## config.mk

```make
export PLATFORM = sky130hd
export DESIGN_NAME = alu_op_sequencer
export DESIGN_NICKNAME = d
export VERILOG_FILES = /design/src/rtl/alu_pkg.sv /design/src/rtl/alu_decode.sv /design/src/rtl/alu_op_sequencer.sv
export SDC_FILE = /design/constraint.sdc
export NUM_CORES = 1
export LEC_CHECK = 0
export ABC_AREA = 1
export BUFFER_PORTS_ARGS = -buffer_cell sky130_fd_sc_hd__buf_2
export CAP_MARGIN = 20
export CORE_MARGIN = 3
export CORE_UTILIZATION = 45
export CTS_BUF_LIST = sky130_fd_sc_hd__clkbuf_2
export CTS_CLUSTER_SIZE = 28
export DETAILED_ROUTE_END_ITERATION = 8
export PLACE_DENSITY = 0.8
export SETUP_SLACK_MARGIN = 0.2
export SYNTH_ARGS = -nofsm -noshare
export SYNTH_HDL_FRONTEND = slang
export SYNTH_SLANG_ARGS = --single-unit
```

## constraint.sdc

```tcl
create_clock -name clk -period 5.29 [get_ports clk]
set_input_delay 1.587 -clock clk [delete_from_list [all_inputs] [get_ports clk]]
set_output_delay 1.587 -clock clk [all_outputs]
set_load 0.02 [all_outputs]
```

## src/rtl/alu_pkg.sv

```systemverilog
// Shared encodings for the ALU op sequencer: ALU op codes, main-control codes,
// funct fields, sequencer states and the decode result bundle.
package alu_pkg;

    localparam logic [3:0] ALUOP_AND = 4'b0000;
    localparam logic [3:0] ALUOP_OR  = 4'b0001;
    localparam logic [3:0] ALUOP_ADD = 4'b0010;
    localparam logic [3:0] ALUOP_SUB = 4'b0110;
    localparam logic [3:0] ALUOP_NOR = 4'b1100;

    localparam logic [1:0] CTL_MEM = 2'b00;
    localparam logic [1:0] CTL_BR  = 2'b01;
    localparam logic [1:0] CTL_R   = 2'b10;

    localparam logic [2:0] F3_ADD = 3'b000;
    localparam logic [2:0] F3_AND = 3'b111;
    localparam logic [2:0] F3_OR  = 3'b110;

    localparam logic [6:0] F7_BASE   = 7'b0000000;
    localparam logic [6:0] F7_ALT    = 7'b0100000;
    localparam logic [6:0] F7_MULDIV = 7'b0000001;

    localparam logic [1:0] ST_IDLE    = 2'd0;
    localparam logic [1:0] ST_EXEC    = 2'd1;
    localparam logic [1:0] ST_MUL_RUN = 2'd2;
    localparam logic [1:0] ST_DONE    = 2'd3;

    typedef struct packed {
        logic [3:0] op;
        logic       is_mul;
        logic       illegal;
    } dec_t;

endpackage

```

## src/rtl/alu_decode.sv

```systemverilog
// Combinational decode of main-control ALUOp plus funct3/funct7 into an ALU op.
// MUL and illegal encodings report ADD so the ALU is never driven with anything else.
module alu_decode
    import alu_pkg::*;
(
    input  logic [1:0] i_ctl,
    input  logic [2:0] i_funct3,
    input  logic [6:0] i_funct7,
    output dec_t       o_dec
);

    always_comb begin
        o_dec = '{op: ALUOP_ADD, is_mul: 1'b0, illegal: 1'b1};
        case (i_ctl)
            CTL_MEM: o_dec = '{op: ALUOP_ADD, is_mul: 1'b0, illegal: 1'b0};
            CTL_BR:  o_dec = '{op: ALUOP_SUB, is_mul: 1'b0, illegal: 1'b0};
            CTL_R: begin
                if (i_funct7 == F7_BASE && i_funct3 == F3_ADD)
                    o_dec = '{op: ALUOP_ADD, is_mul: 1'b0, illegal: 1'b0};
                else if (i_funct7 == F7_BASE && i_funct3 == F3_AND)
                    o_dec = '{op: ALUOP_AND, is_mul: 1'b0, illegal: 1'b0};
                else if (i_funct7 == F7_BASE && i_funct3 == F3_OR)
                    o_dec = '{op: ALUOP_OR, is_mul: 1'b0, illegal: 1'b0};
                else if (i_funct7 == F7_ALT && i_funct3 == F3_ADD)
                    o_dec = '{op: ALUOP_SUB, is_mul: 1'b0, illegal: 1'b0};
                else if (i_funct7 == F7_MULDIV && i_funct3 == F3_ADD)
                    o_dec = '{op: ALUOP_ADD, is_mul: 1'b1, illegal: 1'b0};
                else
                    o_dec = '{op: ALUOP_ADD, is_mul: 1'b0, illegal: 1'b1};
            end
            default: o_dec = '{op: ALUOP_ADD, is_mul: 1'b0, illegal: 1'b1};
        endcase
    end

endmodule

```

## src/rtl/alu_op_sequencer.sv

```systemverilog
// Drives an external combinational ALU from registers; one request in flight, result held until out_ready.
// Latency after accept: 2 cycles to out_valid for single ops, MUL_ITER+1 for the shift-add MUL loop.
module alu_op_sequencer
    import alu_pkg::*;
#(
    parameter int XLEN     = 64,
    parameter int MUL_ITER = XLEN
) (
    input  logic            clk,
    input  logic            reset,
    input  logic            in_valid,
    output logic            in_ready,
    input  logic [1:0]      in_aluop_ctl,
    input  logic [2:0]      in_funct3,
    input  logic [6:0]      in_funct7,
    input  logic [XLEN-1:0] in_a,
    input  logic [XLEN-1:0] in_b,
    output logic [XLEN-1:0] alu_a,
    output logic [XLEN-1:0] alu_b,
    output logic [3:0]      alu_op,
    input  logic [XLEN-1:0] alu_res,
    input  logic            alu_zero,
    output logic            out_valid,
    input  logic            out_ready,
    output logic [XLEN-1:0] out_res,
    output logic            out_zero,
    output logic            out_illegal
);

    localparam int CNT_W = $clog2(MUL_ITER + 1);

    logic [1:0]      r_state;
    logic [XLEN-1:0] r_a;
    logic [XLEN-1:0] r_b;
    logic [3:0]      r_op;
    logic            r_ill;
    logic [XLEN-1:0] r_acc;
    logic [XLEN-1:0] r_mcand;
    logic [XLEN-1:0] r_mplier;
    logic [CNT_W-1:0] r_cnt;
    logic [XLEN-1:0] r_out_res;
    logic            r_out_zero;
    logic            r_out_ill;

    dec_t            w_dec;
    logic            w_mul_last;

    alu_decode u_decode (
        .i_ctl    (in_aluop_ctl),
        .i_funct3 (in_funct3),
        .i_funct7 (in_funct7),
        .o_dec    (w_dec)
    );

    assign w_mul_last  = (r_cnt == CNT_W'(MUL_ITER - 1));
    assign in_ready    = (r_state == ST_IDLE);
    assign out_valid   = (r_state == ST_DONE);
    assign out_res     = r_out_res;
    assign out_zero    = r_out_zero;
    assign out_illegal = r_out_ill;

    // Illegal requests leave the ALU parked on ADD 0,0 even in EXEC.
    always_comb begin
        alu_op = ALUOP_ADD;
        alu_a  = '0;
        alu_b  = '0;
        case (r_state)
            ST_EXEC: begin
                if (!r_ill) begin
                    alu_op = r_op;
                    alu_a  = r_a;
                    alu_b  = r_b;
                end
            end
            ST_MUL_RUN: begin
                alu_a = r_acc;
                alu_b = r_mplier[0] ? r_mcand : '0;
            end
            default: ;
        endcase
    end

    always_ff @(posedge clk) begin
        if (reset) begin
            r_state    <= ST_IDLE;
            r_a        <= '0;
            r_b        <= '0;
            r_op       <= ALUOP_ADD;
            r_ill      <= 1'b0;
            r_acc      <= '0;
            r_mcand    <= '0;
            r_mplier   <= '0;
            r_cnt      <= '0;
            r_out_res  <= '0;
            r_out_zero <= 1'b0;
            r_out_ill  <= 1'b0;
        end else begin
            case (r_state)
                ST_IDLE: begin
                    if (in_valid) begin
                        r_a      <= in_a;
                        r_b      <= in_b;
                        r_op     <= w_dec.op;
                        r_ill    <= w_dec.illegal;
                        r_acc    <= '0;
                        r_mcand  <= in_a;
                        r_mplier <= in_b;
                        r_cnt    <= '0;
                        r_state  <= w_dec.is_mul ? ST_MUL_RUN : ST_EXEC;
                    end
                end
                ST_EXEC: begin
                    r_out_res  <= r_ill ? '0 : alu_res;
                    r_out_zero <= r_ill ? 1'b1 : alu_zero;
                    r_out_ill  <= r_ill;
                    r_state    <= ST_DONE;
                end
                ST_MUL_RUN: begin
                    r_acc    <= alu_res;
                    r_mcand  <= {r_mcand[XLEN-2:0], 1'b0};
                    r_mplier <= {1'b0, r_mplier[XLEN-1:1]};
                    r_cnt    <= r_cnt + CNT_W'(1);
                    if (w_mul_last) begin
                        r_out_res  <= alu_res;
                        r_out_zero <= alu_zero;
                        r_out_ill  <= 1'b0;
                        r_state    <= ST_DONE;
                    end
                end
                default: begin
                    if (out_ready)
                        r_state <= ST_IDLE;
                end
            endcase
        end
    end

endmodule

```

# ---- After elaboration in Yosys (flattened, before gate mapping)
# Index checks and enable logic that the tools add are counted.
dict set report op_classes {
  n_addsub 1
  n_eq_ne 12
  n_mux 34
  n_reduce_logical 16
}
# cell n
set ops {}
lappend ops {{$pmux W64 S2} 6}
lappend ops {{$mux W64} 8}
lappend ops {{$mux W6} 4}
lappend ops {{$pmux W6 S3} 1}
lappend ops {{$eq A7 B6 Y1 const B} 2}
lappend ops {{$pmux W7 S2} 1}
lappend ops {{$mux W2} 5}
lappend ops {{$mux W4} 2}
lappend ops {{$add A7 B1 Y7 const B} 1}
lappend ops {{$eq A7 B1 Y1 const B} 1}
lappend ops {{$logic_not A7 Y1} 1}
lappend ops {{$mux W7} 1}
lappend ops {{$eq A2 B2 Y1 const B} 3}
lappend ops {{$eq A3 B3 Y1 const B} 2}
lappend ops {{$pmux W2 S3} 1}
lappend ops {{$reduce_and A2 Y1} 3}
lappend ops {{$logic_and A1 B1 Y1} 5}
lappend ops {{$eq A2 B1 Y1 const B} 2}
lappend ops {{$logic_not A2 Y1} 2}
lappend ops {{$ne A2 B2 Y1 const B} 2}
lappend ops {{$pmux W1 S2} 2}
lappend ops {{$reduce_bool A2 Y1} 2}
lappend ops {{$reduce_bool A4 Y1} 1}
lappend ops {{$logic_not A3 Y1} 1}
lappend ops {{2 further kinds} 4}
dict set report word_totals {
  register_bits 400
  inputBits 209
  output_inout_bits 200
}

# ---- Logic depth before layout (Yosys ltp)
dict set report depth {
  ltp_word 11
  mapped_depth 11
  depth_no_buf 10
}

# ---- Hierarchy
# From an unflattened synthesis, not the netlist that was laid out.
dict set report hier_totals {
  cells_unflattened 2624
  area_unflattened_um2 17890.9
}
# module instances cells_each area_each_um2 seq_area_each_um2
set modules_own_cells {}
lappend modules_own_cells {alu_op_sequencer 1 2584 17679.5 8007.7}
lappend modules_own_cells {alu_decode 1 40 211.5 0.0}

# ---- Worst setup path after synthesis
# OpenSTA, ideal clock, no wires.
dict set report synth_path {
  path_type {flip-flop to output port}
  startpoint {register r_state[1]}
  endpoint {output port alu_b[13]}
  arrival_time_ns 1.708
  slack_ns 1.995
  stages_incl_launch_ff 9
  path_buffers 2
  cell_sequence {dfxtp_1 inv_1 ha_1 inv_1 nor2_1 clkbuf_1 clkbuf_1 nand2_1 a21oi_1}
}
dict set report synth_via {
  elab_chain_cells 2
  elab_cells_between_ends 3
}
# element line
set synth_rtl {}
lappend synth_rtl {{from (decl)} alu_op_sequencer.sv:32} ;# logic [1:0] r_state;
lappend synth_rtl {{from (signal assigned)} alu_op_sequencer.sv:109} ;# r_state <= w_dec.is_mul ? ST_MUL_RUN : ST_EXEC;
lappend synth_rtl {{$eq A2 B2 Y1 or $eq A2 B1 Y1 (tied branches)} alu_op_sequencer.sv:67} ;# case (r_state)
lappend synth_rtl {{$pmux W64 S2 (*)} alu_op_sequencer.sv:67}
lappend synth_rtl {{to (decl)} alu_op_sequencer.sv:19} ;# output logic [XLEN-1:0] alu_b,
# Mark *: on every way between the ends. The rest lies on a longest branch, timed or not.

# ---- Worst setup path after layout
dict set report layout_path {
  startpoint {register r_state[1]}
  endpoint {output port alu_b[15]}
}
# The elaborated chain is that of the path after synthesis.

==> results by group <==
Status
  • Status: finished, final reports clean

Detailed routing
  • Via density: 5.41
  • Drt first pass iters: 6
  • Routed WL per cell: 17.4 um
  • Remaining antenna violation count: 0
  • Vias: 18000
  • DRT iter0 DRCs: 1437
  • Drt drc: 0
  • Final WL: 58.1 mm

Global routing
  • GRT Overall Usage: 0.272
  • Largest net degree at the start of global routing: 138
  • Grt total ovfl: 0
  • Number of global-route vias before repair: 16400
  • First-pass GRT wire length: 90.0 mm
  • Initial antenna violation count: 18

Synthesis
  • Ranking of synthesized cells by area: dfxtp_1 47%, nand2_1 12%, a21oi_1 7.9%
  • Syn Std Cell Area: 0.0170 sq mm
  • Synth cell types: 29
  • Yosys reg bits: 399
  • Syn_nets: 2629
  • Seq/Total Area, Yosys: 0.470
  • Leading area contributor after synthesis: dfxtp_1
  • Post-synthesis average cell area: 7.04 sq um
  • Mapped Cells: 2415
  • Synth Warn #: 0
  • Top-area cell type share of the netlist area: 0.470

Clock network
  • CTS Root Cell: clkbuf_2
  • Hold-fix buffers at CTS: 0
  • CTS Buffer Depth: 3
  • CTS tree: built
  • Num CTS Buffers: 102
  • Clock Pin Slew Worst Setup and Hold Paths: 0.10 ns
  • H-tree Lvls: 3
  • Clk sink count: 399
  • Clk_lat worst skew: 0.99 ns

Place
  • Routability congestion estimate: 0.925
  • DP Wirelength: 39.0 mm
  • I/O Buffers: 407

STA
  • Skew final: 0.0764 ns
  • Setup violators final: 0
  • RSZ-0062 raised after global routing: yes
  • Period utilisation layout: 0.920
  • FMAX: 0.206 GHz
  • Worst hold margin: 0.468 ns
  • Slew Limit Headroom: 0.362
  • Setup Total Neg Slack: 0 ns
  • Slew @ Worst Pin: 0.956 ns
  • Final hold viol count: 0
  • Pins over their slew limit: 0
  • Final min period: 4.87 ns

Critical path
  • Critical Path Start: r_state[1]
  • Critical Path End Type: output port
  • CP Class: register to output port
  • Critical Path AT: 3.28 ns
  • Worst EP required: 3.70 ns
  • Startpoint Class: register
  • Worst-path maximum fanout: 113
  • R2r startpoint: r_state[0]

Power
  • LEAKAGE: 8.40 nW
  • Total power draw: 10.3 mW
  • VDD IR max: 0.565 mV
  • Pwr Density: 515 mW/mm^2

Final layout
  • Fill cells: 3740
  • Register area: 0.00799 sq mm
  • Layout Nets: 2948
  • Multi-input logic area: 0.00803 sq mm
  • Commonest non-fill, non-tap cell in the layout: nand2_1
  • Commonest cells after routing, fill and taps aside: 555 x nand2_1, 406 x buf_2, 398 x dfxtp_1
  • P&R area growth vs syn: 17.9%
  • Layout cell share with drive strength beyond 1: 0.213

Floorplan
  • Starting Density: 0.460
  • Top Ports: 409
  • Row count: 70
  • Die height: 200 um
  • Area of the die: 0.0402 sq mm
  • Die X: 200 um
  • Core box area: 0.0370 sq mm

Job
  • Max Cap Viol: 0

Min path
  • Min-delay worst type: register to register
  • Worst Hold Launch: r_mplier[49]
==> report_power, final <==
part           internal, mW  switching, mW
sequential             3.84          0.508
clock                 0.789           1.28
combinational          1.11           2.80
==> synthesized netlist by cell type (all sizes together) <==
library cell  instances
nand3               200
nand4                 2
ha                    5
dfxtp               399
o21a                  1
nor2                340
inv                  24
or2                   1
conb                  1
nor3b                 1
nand2               556
buf                  98
a21oi               271
a31oi               126
o21bai                1
nor3                  5
o21ai               263
o211a                 1
clkbuf              120
==> registers in the layout, indices dropped and copies added (netlist names) <==
register	count
r_b	64
r_cnt	7
r_state	2
r_acc	64
r_a	64
r_ill	1
out_res	64
r_mplier	64
r_mcand	64
r_op	3
out_illegal	1
out_zero	1
==> final timing paths <==
path                            slack, ns           end  cells after the start
worst max-delay path                 0.42     alu_b[15]                      8
worst min-delay path                 0.47  r_mplier[48]                      2
worst max register to register       1.90   out_res[29]                     11
worst min register to register       0.47  r_mplier[48]                      2
==> through the flow <==
step                instance area, sq um  std cells  setup slack (ns)   util
CTS                                19900       3310             0.209  0.539
global route                       20100       3330             0.182  0.542
global placement                   19000       3129              1.30  0.514
floorplan                          17000       2415              1.99      -
detailed placement                 19000       3131              1.27  0.515
finish                             20100       3330             0.424  0.542
==> cells by family after synthesis <==
kind of cell,Yosys count,synth area share
flops,399,0.470
other cells,1,0.000220
compound gates,663,0.206
fa+ha+maj,5,0.00368
buf+inv,242,0.0608
simple gates,1105,0.260
==> timing repair <==
action	4_1_cts	5_1_grt
endpoints found under the setup margin	0	31
buffers inserted	0	1
gates resized for setup	0	2
==> worst max-delay path: stages (launching register included) <==
cell and delay [ns]:
dfxtp_1 0.37, inv_1 0.10, ha_1 0.27, inv_1 0.13, nor2_4 0.33, buf_16 0.43
nand2_1 0.17, a21oi_1 0.23, buf_2 0.20
==> metal layers <==
metal  share of wire  global-route usage
met4           0.039               0.135
met2            0.44               0.404
met1            0.44               0.381
met5         0.00015                   0
met3           0.075              0.0485
==> cell type report <==
cell class | count | share of cell area
Antenna cell | 17 | 0.00212
Clock buffer | 147 | 0.0367
Clock inverter | 32 | 0.00761
Inverter | 24 | 0.00537
Multi-Input combinational cell | 1774 | 0.400
Sequential cell | 399 | 0.398
Tap cell | 504 | 0.0315
Timing Repair Buffer | 433 | 0.118
Note: power is estimated with default switching activity, not from simulation.
